<file path="src/rtl/axil_pkg.sv">
// Shared types and constants for the AXI4-Lite register slave.
package axil_pkg;

  localparam int DATA_W = 32;
  localparam int STRB_W = 4;

  localparam logic [1:0] RESP_OKAY   = 2'b00;
  localparam logic [1:0] RESP_SLVERR = 2'b10;

  typedef enum logic {W_IDLE, W_RESP} wr_state_t;
  typedef enum logic {R_IDLE, R_DATA} rd_state_t;

endpackage

</file>
<file path="src/rtl/axil_reg_bank.sv">
// Register array with byte-enable write port, combinational read mux and flat export.
module axil_reg_bank
  import axil_pkg::*;
#(
  parameter int NUM_REGS = 16,
  parameter int IDX_W    = $clog2(NUM_REGS)
) (
  input  logic                       clk,
  input  logic                       rst,
  input  logic                       we,
  input  logic [IDX_W-1:0]           wr_idx,
  input  logic [DATA_W-1:0]          wdata,
  input  logic [STRB_W-1:0]          wstrb,
  input  logic [IDX_W-1:0]           rd_idx,
  output logic [DATA_W-1:0]          rd_data,
  output logic [NUM_REGS*DATA_W-1:0] reg_q
);

  logic [DATA_W-1:0] regs [NUM_REGS];

  always_ff @(posedge clk) begin
    if (!rst) begin
      for (int i = 0; i < NUM_REGS; i++) regs[i] <= '0;
    end else if (we) begin
      for (int k = 0; k < STRB_W; k++)
        if (wstrb[k]) regs[wr_idx][8*k +: 8] <= wdata[8*k +: 8];
    end
  end

  assign rd_data = regs[rd_idx];

  always_comb begin
    reg_q = '0;
    for (int i = 0; i < NUM_REGS; i++) reg_q[DATA_W*i +: DATA_W] = regs[i];
  end

endmodule

</file>
<file path="src/rtl/axil_reg_slave.sv">
// AXI4-Lite slave register file with independent write and read FSMs.
// Define AXIL_ADDR_CHECK_EN to reject out-of-range accesses with SLVERR instead of aliasing.
module axil_reg_slave
  import axil_pkg::*;
#(
  parameter int NUM_REGS = 16,
  parameter int ADDR_W   = 32
) (
  input  logic                       clk,
  input  logic                       rst,
  input  logic                       AWVALID,
  output logic                       AWREADY,
  input  logic [ADDR_W-1:0]          AWADDR,
  input  logic [2:0]                 AWPROT,
  input  logic                       WVALID,
  output logic                       WREADY,
  input  logic [DATA_W-1:0]          WDATA,
  input  logic [STRB_W-1:0]          WSTRB,
  output logic                       BVALID,
  input  logic                       BREADY,
  output logic [1:0]                 BRESP,
  input  logic                       ARVALID,
  output logic                       ARREADY,
  input  logic [ADDR_W-1:0]          ARADDR,
  input  logic [2:0]                 ARPROT,
  output logic                       RVALID,
  input  logic                       RREADY,
  output logic [DATA_W-1:0]          RDATA,
  output logic [1:0]                 RRESP,
  output logic [NUM_REGS*DATA_W-1:0] reg_q
);

  localparam int IDX_W = $clog2(NUM_REGS);

  wr_state_t         w_state;
  rd_state_t         r_state;
  logic              aw_held, w_held;
  logic [IDX_W-1:0]  aw_idx_q;
  logic [DATA_W-1:0] w_data_q;
  logic [STRB_W-1:0] w_strb_q;

  logic              aw_hs, w_hs, commit, bank_we;
  logic [IDX_W-1:0]  wr_idx, ar_idx;
  logic [DATA_W-1:0] wr_data, rd_data;
  logic [STRB_W-1:0] wr_strb;

  wire unused_inputs = &{1'b0, AWPROT, ARPROT, AWADDR, ARADDR};

  assign AWREADY = (w_state == W_IDLE) && !aw_held;
  assign WREADY  = (w_state == W_IDLE) && !w_held;
  assign ARREADY = (r_state == R_IDLE);

  assign aw_hs  = AWVALID && AWREADY;
  assign w_hs   = WVALID && WREADY;
  assign commit = (w_state == W_IDLE) && (aw_held || aw_hs) && (w_held || w_hs);

  // Held values take priority; otherwise the beat handshaking this edge is used directly.
  assign wr_idx  = aw_held ? aw_idx_q : AWADDR[IDX_W+1:2];
  assign wr_data = w_held  ? w_data_q : WDATA;
  assign wr_strb = w_held  ? w_strb_q : WSTRB;
  assign ar_idx  = ARADDR[IDX_W+1:2];

`ifdef AXIL_ADDR_CHECK_EN
  localparam logic [ADDR_W-1:0] ADDR_LIMIT = ADDR_W'(NUM_REGS*4);
  logic aw_oor_q, wr_oor, ar_oor;
  assign wr_oor  = aw_held ? aw_oor_q : (AWADDR >= ADDR_LIMIT);
  assign ar_oor  = (ARADDR >= ADDR_LIMIT);
  assign bank_we = commit && !wr_oor;
`else
  assign bank_we = commit;
`endif

  axil_reg_bank #(.NUM_REGS(NUM_REGS), .IDX_W(IDX_W)) u_bank (
    .clk     (clk),
    .rst     (rst),
    .we      (bank_we),
    .wr_idx  (wr_idx),
    .wdata   (wr_data),
    .wstrb   (wr_strb),
    .rd_idx  (ar_idx),
    .rd_data (rd_data),
    .reg_q   (reg_q)
  );

  // Write channel: collect AW and W in either order, commit once both are present.
  always_ff @(posedge clk) begin
    if (!rst) begin
      w_state  <= W_IDLE;
      aw_held  <= 1'b0;
      w_held   <= 1'b0;
      aw_idx_q <= '0;
      w_data_q <= '0;
      w_strb_q <= '0;
      BVALID   <= 1'b0;
      BRESP    <= RESP_OKAY;
`ifdef AXIL_ADDR_CHECK_EN
      aw_oor_q <= 1'b0;
`endif
    end else begin
      case (w_state)
        W_IDLE: begin
          if (aw_hs) begin
            aw_held  <= 1'b1;
            aw_idx_q <= AWADDR[IDX_W+1:2];
`ifdef AXIL_ADDR_CHECK_EN
            aw_oor_q <= (AWADDR >= ADDR_LIMIT);
`endif
          end
          if (w_hs) begin
            w_held   <= 1'b1;
            w_data_q <= WDATA;
            w_strb_q <= WSTRB;
          end
          if (commit) begin
            w_state <= W_RESP;
            BVALID  <= 1'b1;
`ifdef AXIL_ADDR_CHECK_EN
            BRESP   <= wr_oor ? RESP_SLVERR : RESP_OKAY;
`else
            BRESP   <= RESP_OKAY;
`endif
          end
        end
        W_RESP: begin
          if (BREADY) begin
            w_state <= W_IDLE;
            BVALID  <= 1'b0;
            aw_held <= 1'b0;
            w_held  <= 1'b0;
          end
        end
        default: w_state <= W_IDLE;
      endcase
    end
  end

  // Read channel: sample the bank on the AR handshake, hold until RREADY.
  always_ff @(posedge clk) begin
    if (!rst) begin
      r_state <= R_IDLE;
      RVALID  <= 1'b0;
      RDATA   <= '0;
      RRESP   <= RESP_OKAY;
    end else begin
      case (r_state)
        R_IDLE: begin
          if (ARVALID) begin
            r_state <= R_DATA;
            RVALID  <= 1'b1;
`ifdef AXIL_ADDR_CHECK_EN
            RDATA   <= ar_oor ? '0 : rd_data;
            RRESP   <= ar_oor ? RESP_SLVERR : RESP_OKAY;
`else
            RDATA   <= rd_data;
            RRESP   <= RESP_OKAY;
`endif
          end
        end
        R_DATA: begin
          if (RREADY) begin
            r_state <= R_IDLE;
            RVALID  <= 1'b0;
          end
        end
        default: r_state <= R_IDLE;
      endcase
    end
  end

endmodule
</file>
<file path="config.mk">
export PLATFORM = sky130hd
export DESIGN_NAME = axil_reg_slave
export DESIGN_NICKNAME = d
export VERILOG_FILES = /design/src/rtl/axil_pkg.sv /design/src/rtl/axil_reg_bank.sv /design/src/rtl/axil_reg_slave.sv
export SDC_FILE = /design/constraint.sdc
export NUM_CORES = 1
export LEC_CHECK = 0
export BUFFER_PORTS_ARGS = -buffer_cell sky130_fd_sc_hd__buf_2
export CAP_MARGIN = 20
export CORE_AREA = 5 5 256 258
export DETAILED_ROUTE_END_ITERATION = 10
export DIE_AREA = 0 0 261 263
export GPL_TIMING_DRIVEN = 0
export SKIP_CTS_REPAIR_TIMING = 1
export SLEW_MARGIN = 25
export SYNTH_ARGS = -nofsm -noshare
export SYNTH_HDL_FRONTEND = slang
export SYNTH_SLANG_ARGS = --single-unit
</file>
<file path="constraint.sdc">
create_clock -name clk -period 3.9 [get_ports clk]
set_input_delay 0.39 -clock clk [delete_from_list [all_inputs] [get_ports clk]]
set_output_delay 0.39 -clock clk [all_outputs]
set_load 0.05 [all_outputs]
</file>
# ---- Word-level counts from Yosys, hierarchy flattened
# Memory sizes are Yosys's and may differ from the RTL's. A register that Yosys moved wholly into a read port is not among the register bits.
# Index checks and enable logic that the tools add are counted.
dict set report op_classes {
  muxes 39
  bitwise 2
  eq_ne 6
  reduce_logical 19
}
# op n
set op_table {}
lappend op_table {{$mux W32} 2}
lappend op_table {{$reduce_or A32 Y1} 1}
lappend op_table {{$mux W1} 27}
lappend op_table {{$mux W4} 4}
lappend op_table {{$reduce_and A2 Y1} 7}
lappend op_table {{$ne A2 B2 Y1 const B} 6}
lappend op_table {{$pmux W1 S2} 6}
lappend op_table {{$logic_and A1 B1 Y1} 6}
lappend op_table {{$logic_not A1 Y1} 3}
lappend op_table {{$logic_or A1 B1 Y1} 2}
lappend op_table {{$not A1 Y1} 2}
dict set report totals {
  out_inout_bits 553
  ram_bits 512
  register_bits 46
  word_cells 76
  memories 1
}
# name words width read_ports rd_ports_with_merged_regs wr line
set mem_list {}
lappend mem_list {u_bank.regs 16 32 17 1 16 axil_reg_bank.sv:19} ;# logic [DATA_W-1:0] regs [NUM_REGS];

# ---- Logic depth before layout (Yosys ltp)
# Gate-level depths: netlist of run 1.
dict set report logic_depth {
  word_depth 11
  ltp_mapped 8
  mapped_depth_nobuf 4
}

# ---- By module
# A second synthesis of run 1 with hierarchy kept.
dict set report hier_totals {
  cells_unflattened 1924
  hier_area_um2 25555.8
}
# module instances area_per_inst_um2 cells_per_inst
set modules_own_cells {}
lappend modules_own_cells {axil_reg_bank 1 22137.5 1527}
lappend modules_own_cells {axil_reg_slave 1 3418.3 397}

# ---- Worst setup path before layout of run 1
# No wires, ideal clock.
dict set report synth_timing {
  path_kind {register to register}
  start {register aw_held}
  end {memory u_bank.regs[2][0] (enable)}
  setup_slack_ns 1.939
  arrival_time_ns 1.632
  stages_incl_launch_ff 6
  period_less_slack_ns 1.961
  path_buffers 1
  required_time_ns 3.571
  cell_sequence {dfxtp_1 buf_2 or3b_1 a22oi_1 nand2_1 nand2_1}
}
# item line
set synth_lines {}
lappend synth_lines {{from (decl)} axil_reg_slave.sv:37} ;# logic aw_held, w_held;
lappend synth_lines {{from (signal assigned)} axil_reg_slave.sv:89} ;# aw_held <= 1'b0;
lappend synth_lines {{from (signal assigned)} axil_reg_slave.sv:103} ;# aw_held <= 1'b1;
lappend synth_lines {{from (signal assigned)} axil_reg_slave.sv:128} ;# aw_held <= 1'b0;
lappend synth_lines {{to (decl)} axil_reg_bank.sv:19}

==> impl_metrics.csv, run 1 <==
group,metric,value,unit
run_status,status,"finished, final reports clean",
yosys,synth_edf_count,512,
clock_tree,cts_buffers,60,
setup_path,endpoint_kind,"flop",
setup_path,start_kind,"flop",
sta,fin_hold_ws,0.0302,ns
clock_tree,cts.clk_slew.worst_paths,0.07,ns
yosys,synth.most_common_cell,"nor2_1",
yosys,netlist_instances,1899,
place,gp_congestion,0.911,
yosys,seq_area_frac_synth,66.6,%
detailed_routing,wl_per_cell,31.0,um
setup_path,worstSetupStartpoint,"aw_held$_SDFFE_PN0P_",
yosys,yosys-top-cells-area,"edfxtp_1, mux4_2, nor2_1",
place,port-buffer-count,597,
floorplanning,io_pins,666,
floorplanning,initial_core_util,40.5,%
sta,setup_tns,0,ns
clock_tree,cts_sinks,590,
setup_path,r2r_cells,5,
detailed_routing,drtIter0Drc,2398,
clock_tree,clockBufferDepth,3,
grt,use_met2,50.6,%
grt,grtUsageTotal,30.0,%
sta,final.min_clock_period,3.16,ns
yosys,synthArstFlopShare,0,%
clock_tree,htreeDepth,2,
hold_path,hold_path_depth,3,
detailed_routing,remaining_drc_errors,0,
pwr,p_leak,12.9,nW
yosys,synth.avg_cell_area,13.4,um^2
finish,drive_above_1_share,35.0,%
setup_path,reg2reg_slack,0.74,ns
yosys,synth_top_cell_by_area,"edfxtp_1",
clock_tree,cts_root_buffer,"clkbuf_16",
setup_path,crit_fanout,10,
sta,tightestPinTransition,1.11,ns
sta,period_share,81.0,%
grt,first_global_vias,19500,
sta,final.setup_skew,0.0232,ns
sta,drv_slew,0,
sta,hold_violations,0,
setup_path,rr_startpoint,"aw_held$_SDFFE_PN0P_",
clock_tree,clk_latency,0.62,ns
detailed_routing,routed_wl,108000,um
finish,nets,2686,
setup_path,required,4.15,ns
grt,grt_max_degree,15,
yosys,ys_ff_latch,590,
finish,fin_area,31600,um^2
grt,met1_usage,37.7,%
floorplanning,fp.dieW,261,um
setup_path,r2r_end,"u_bank.regs[8][13]$_SDFFCE_PN0P_",
floorplanning,chipHeight,263,um
grt,grt_overflow,0,
hold_path,hp-class,"input pin to flop",
yosys,ys_types,34,
sta,fmax,317,MHz
grt,grt_pass1_wl,147000,um
finish,area_growth,24.3,%
yosys,yosys-top-cells-count,"nor2_1, edfxtp_1, nand2_1",
yosys,yosys_most_used_dff,"edfxtp_1",
detailed_routing,drtAntennaViolNets,0,
floorplanning,coreArea,62700,um^2
run,drv_cap,0,
grt,antenna_found_initial,13,
pwr,peakVddDrop,0.352,mV
clock_tree,cts_tree,"yes",
pwr,power_density,493,nW/um^2
grt,grt_use_met3,7.19,%
detailed_routing,avgViaCountPerCell,5.71,
setup_path,endpoint,"u_bank.regs[8][13]$_SDFFCE_PN0P_",
sta,rsz0062_at_grt,"false",
sta,setup_violations,0,
setup_path,crit_arrival,3.41,ns
place,dpl_cell_area,29600,um^2
floorplanning,dieArea,68600,um^2
detailed_routing,dr.pass1.iters,8,
yosys,netlist_area,25400,um^2
yosys,netlist.area_leader.share,60.5,%
floorplanning,rows,92,
detailed_routing,routed-via-count,19800,
setup_path,worst-setup-path-type,"flop to flop",
place,place_hpwl,82800,um
grt,top_usage_layer,"met2",
sta,relSlewSlack,23.9,%
yosys,yosysWarnings,0,
report_power, final:
| group | total [W] | internal [W] | switching [W] |
|---|---|---|---|
| combinational | 0.00241 | 0.000542 | 0.00187 |
| sequential | 0.00731 | 0.00711 | 0.000201 |
| clock | 0.00584 | 0.00338 | 0.00247 |
| total | 0.0156 | 0.0110 | 0.00454 |
cell families (layout without fill, tap and decap cells):
logic type | after synthesis | in the layout | share of synthesized area, %
simple gates | 795 | 795 | 12.4
flops | 590 | 590 | 66.6
mux | 233 | 233 | 14.0
compound gates | 154 | 154 | 4.58
buf+inv | 126 | 845 | 2.39
other cells | 1 | 12 | 0.0148
per-stage QoR:
step / power, W / std cells / worst slack, ns / utilization [%]
6_report: 0.0156 / 3475 / 0.741 / 50.4
5_1_grt: 0.0159 / 3471 / 0.669 / 50.4
4_1_cts: 0.0156 / 3465 / 0.717 / 50.3
3_5_place_dp: 0.00983 / 3355 / 0.700 / 47.2
3_3_place_gp: 0.00979 / 3345 / 0.197 / 47.0
2_1_floorplan: 0.00895 / 1902 / 1.94 / -
flip-flops by register name, indices dropped and copies added (netlist names), 4 cells and up:
name / flops
aw_idx_q: 4
RDATA: 32
w_strb_q: 4
w_data_q: 32
u_bank.regs: 512
critical path, stage by stage, from the launching register on:
cell,delay [ns]
dfxtp_1,0.33
buf_2,0.21
or3b_1,0.46
a22oi_2,0.78
nand2_1,0.50
nand2_1,0.51
per-layer routing:
metal	up-vias	part of all wire, %
met4	10	4.3
met1	10100	37
li1	8260	-
met3	235	9.8
met5	-	0.070
met2	1252	49
cell usage in the layout, fill, tap and decap left out, drive strengths merged, types with 31 or more instances in the layout:
cell type    n
a21boi      36
a22oi       79
buf        674
clkbuf     144
dfxtp       78
edfxtp     512
mux2        32
mux2i      106
mux4        95
nand2      237
nor2       515
o211ai      31
final cells by class:
class | count | area (um^2)
well taps | 846 | 1060
plain buffers | 125 | 613
multi-input cells | 1186 | 7930
flip-flops and latches | 590 | 16900
inverters | 1 | 3.75
diodes | 8 | 20.0
repair buffers | 609 | 3070
fillers | 5618 | 31100
clock inverters | 24 | 246
clock buffers | 86 | 1720
how the worst min path moves through the flow:
stage | slack, ns | to | from
2_1_floorplan | 0.44 | w_data_q[10]$_SDFFE_PN0P_ | w_data_q[10]$_SDFFE_PN0P_
3_3_place_gp | 0.45 | w_data_q[20]$_SDFFE_PN0P_ | w_data_q[20]$_SDFFE_PN0P_
3_5_place_dp | 0.46 | w_data_q[1]$_SDFFE_PN0P_ | w_data_q[1]$_SDFFE_PN0P_
4_1_cts | -0.06 | w_state$_SDFF_PN0_ | BREADY
5_1_grt | 0.02 | w_data_q[10]$_SDFFE_PN0P_ | WDATA[10]
6_report | 0.03 | w_data_q[10]$_SDFFE_PN0P_ | WDATA[10]
No activity file was read; power rests on OpenSTA's default activity.
==> run 2, diff against run 1 <==
--- a/config.mk
+++ b/config.mk
@@ -7,10 +7,11 @@
 export LEC_CHECK = 0
 export BUFFER_PORTS_ARGS = -buffer_cell sky130_fd_sc_hd__buf_2
 export CAP_MARGIN = 20
-export CORE_AREA = 5 5 256 258
+export CORE_AREA = 5 5 258 260
 export DETAILED_ROUTE_END_ITERATION = 10
-export DIE_AREA = 0 0 261 263
+export DIE_AREA = 0 0 263 265
 export GPL_TIMING_DRIVEN = 0
+export PLACE_DENSITY = 0.66
 export SKIP_CTS_REPAIR_TIMING = 1
 export SLEW_MARGIN = 25
 export SYNTH_ARGS = -nofsm -noshare
==> constraint.sdc (replaced) <==
create_clock -name clk -period 2.8 [get_ports clk]
set_input_delay 0.28 -clock clk [delete_from_list [all_inputs] [get_ports clk]]
set_output_delay 0.28 -clock clk [all_outputs]
set_load 0.05 [all_outputs]
==> run 2 against run 1 <==
  * The run now ends with setup timing left
  * Via count grew 3.3%
  * Clock power grew 47%
  * Register-to-register slack lost 0.94 ns
  * Core utilization grew 0.48 points
  * Hold slack lost 0.022 ns
  * Power grew 43%
  * Non-clock buffer count grew 53
  * Maximum frequency grew 5.4%
  * Worst setup slack lost 0.94 ns
  * Cell area grew 2.8%
==> impl_metrics.csv, run 2 (synthesized netlist as in run 1, its figures left out) <==
group,metric,value,unit
setup_path,r2r_end,"u_bank.regs[7][27]$_SDFFCE_PN0P_",
clock_tree,cts_buffers,66,
setup_path,endpoint_kind,"flop",
place,port-buffer-count,597,
clock_tree,cts_tree,"yes",
finish,nets,2745,
detailed_routing,drtIter0Drc,2516,
sta,fin_hold_ws,0.00775,ns
hold_path,hp-class,"input pin to flop",
pwr,p_leak,13.2,nW
sta,tightestPinTransition,1.11,ns
grt,antenna_found_initial,10,
sta,fmax,334,MHz
sta,rsz0062_at_grt,"true",
floorplanning,coreArea,63900,um^2
finish,final_cells,3543,
floorplanning,io_pins,666,
grt,grtUsageTotal,29.9,%
setup_path,r2r_cells,6,
floorplanning,chipHeight,265,um
setup_path,reg2reg_slack,-0.20,ns
pwr,peakVddDrop,0.557,mV
hold_path,hold_path_depth,3,
sta,setup_violations,40,
floorplanning,rows,93,
sta,relSlewSlack,24.2,%
setup_path,required,3.12,ns
floorplanning,fp.dieW,263,um
run_status,status,"finished with violations",
setup_path,cp_cell_sequence,"buf_2 > buf_4 > buf_2 > mux2i_1 > buf_2 > nor2_1",
sta,final.setup_skew,0.0273,ns
finish,reg_top3,"u_bank.regs (512), RDATA (32), w_data_q (32)",
hold_path,hold_path_end,"r_state$_SDFF_PN0_",
pwr,power_density,686,nW/um^2
sta,final.setup.worst_slack,-0.198,ns
detailed_routing,remaining_drc_errors,0,
grt,grt_pass1_wl,150000,um
finish,largest_reg_flops,512,
setup_path,critPathSlowestCell,"mux2i_1",
setup_path,crit_fanout,10,
run_status,violations,"setup timing",
finish,fillCellCount,5584,
sta,drv_slew,0,
sta,final.min_clock_period,3.00,ns
floorplanning,initial_core_util,39.8,%
detailed_routing,routed-via-count,20500,
setup_path,critPathMaxStageDelay,0.96,ns
setup_path,cpLargestDelayFamily,"buffers and inverters",
detailed_routing,avgViaCountPerCell,5.78,
place,place_hpwl,83200,um
grt,first_global_vias,20000,
place,gp_congestion,0.955,
detailed_routing,dr.pass1.iters,5,
finish,area_growth,27.8,%
clock_tree,cts_sinks,590,
finish,layout_commonest_cell,"buf_2",
finish,final_cell_mix,"buf_2, nor2_1, edfxtp_1, nand2_1, mux4_2",
setup_path,worst-setup-path-type,"flop to flop",
clock_tree,cts_root_buffer,"clkbuf_16",
clock_tree,htreeDepth,3,
finish,drive_above_1_share,36.6,%
hold_path,hp-start,"ARVALID",
setup_path,rr_startpoint,"w_held$_SDFFE_PN0P_",
floorplanning,dieArea,69700,um^2
clock_tree,clockBufferDepth,3,
clock_tree,clk_latency,0.61,ns
setup_path,crit_buf_inv,4,
sta,period_share,107,%
place,dpl.cell_count,3360,
sta,hold_violations,0,
grt,grt_max_degree,15,
grt,grt_overflow,0,
pwr,power.total,0.0223,W
setup_path,start_kind,"flop",
setup_path,crit_arrival,3.32,ns
detailed_routing,wl_per_cell,31.0,um
setup_path,crit_top_cell,"buf_2",
run,drv_cap,0,
finish,regMostFlops,"u_bank.regs",
detailed_routing,routed_wl,110000,um
detailed_routing,drtAntennaViolNets,0,
clock_tree,cts.clk_slew.worst_paths,0.06,ns
## run 2: cell types whose count changed in the layout (fill, tap and decap cells not counted), sizes merged
cell and delta:
buf +19, clkinv +3, clkinvlp +1, dlygate4sd3 +34, clkbuf -2, inv +4
## run 2: power breakdown
| group | internal (W) | leakage (nW) | total [W] | switching, W |
|---|---|---|---|---|
| logic | 0.000830 | 6.28 | 0.00349 | 0.00266 |
| clock network | 0.00501 | 1.02 | 0.00861 | 0.00360 |
| registers | 0.00990 | 5.93 | 0.0102 | 0.000276 |
| total | 0.0157 | 13.2 | 0.0223 | 0.00654 |
## run 2: worst register-to-register path, delay by kind of cell, from the launching register on
family	cells	cell delay [ns]
and+or+nand+nor	1	0.08
buffers and inverters	4	1.37
DFF	1	0.31
muxes	1	0.97
## run 2: cell type report
cell class              count  area [um^2]  area share [%]
repair buffers            662         3640            11.2
inverters                   1         3.75          0.0116
clock inverters            32          304           0.936
flip-flops and latches    590        16900            52.1
diodes                      8         20.0          0.0616
clock buffers              84         1790            5.52
plain buffers             125          613            1.89
multi-input cells        1186         8100            24.9
well taps                 855         1070            3.29
## run 2: per-stage QoR
stage / cell area, um^2 / setup TNS [ns] / worst slack [ns] / util (%)
finish: 32500 / -5.51 / -0.198 / 50.9
global route: 32500 / -9.83 / -0.367 / 50.8
CTS: 31700 / -55.13 / -0.343 / 49.6
detailed placement: 29600 / -52.65 / -0.334 / 46.4
global placement: 29500 / -299.95 / -1.02 / 46.2
floorplan: 25400 / 0 / 0.839 / -
## run 2: layer usage
| layer | up-vias | global-route usage [%] | part of all wire, % |
|---|---|---|---|
| li1 | 8400 | - | - |
| met4 | 4 | 12.3 | 4.2 |
| met1 | 10400 | 37.8 | 37 |
| met3 | 248 | 7.07 | 9.9 |
| met2 | 1484 | 50.1 | 49 |
| met5 | - | 0 | 0.031 |
## run 2: how the worst max path moves through the flow
stage,startpoint,to,slack [ns],cells past startpoint
6_report,w_held$_SDFFE_PN0P_,u_bank.regs[7][27]$_SDFFCE_PN0P_,-0.20,6
5_1_grt,w_held$_SDFFE_PN0P_,u_bank.regs[5][27]$_SDFFCE_PN0P_,-0.37,6
4_1_cts,aw_held$_SDFFE_PN0P_,u_bank.regs[4][7]$_SDFFCE_PN0P_,-0.34,6
3_5_place_dp,aw_held$_SDFFE_PN0P_,u_bank.regs[4][6]$_SDFFCE_PN0P_,-0.33,6
3_3_place_gp,aw_held$_SDFFE_PN0P_,u_bank.regs[4][6]$_SDFFCE_PN0P_,-1.02,6
2_1_floorplan,aw_held$_SDFFE_PN0P_,u_bank.regs[2][0]$_SDFFCE_PN0P_,0.84,5
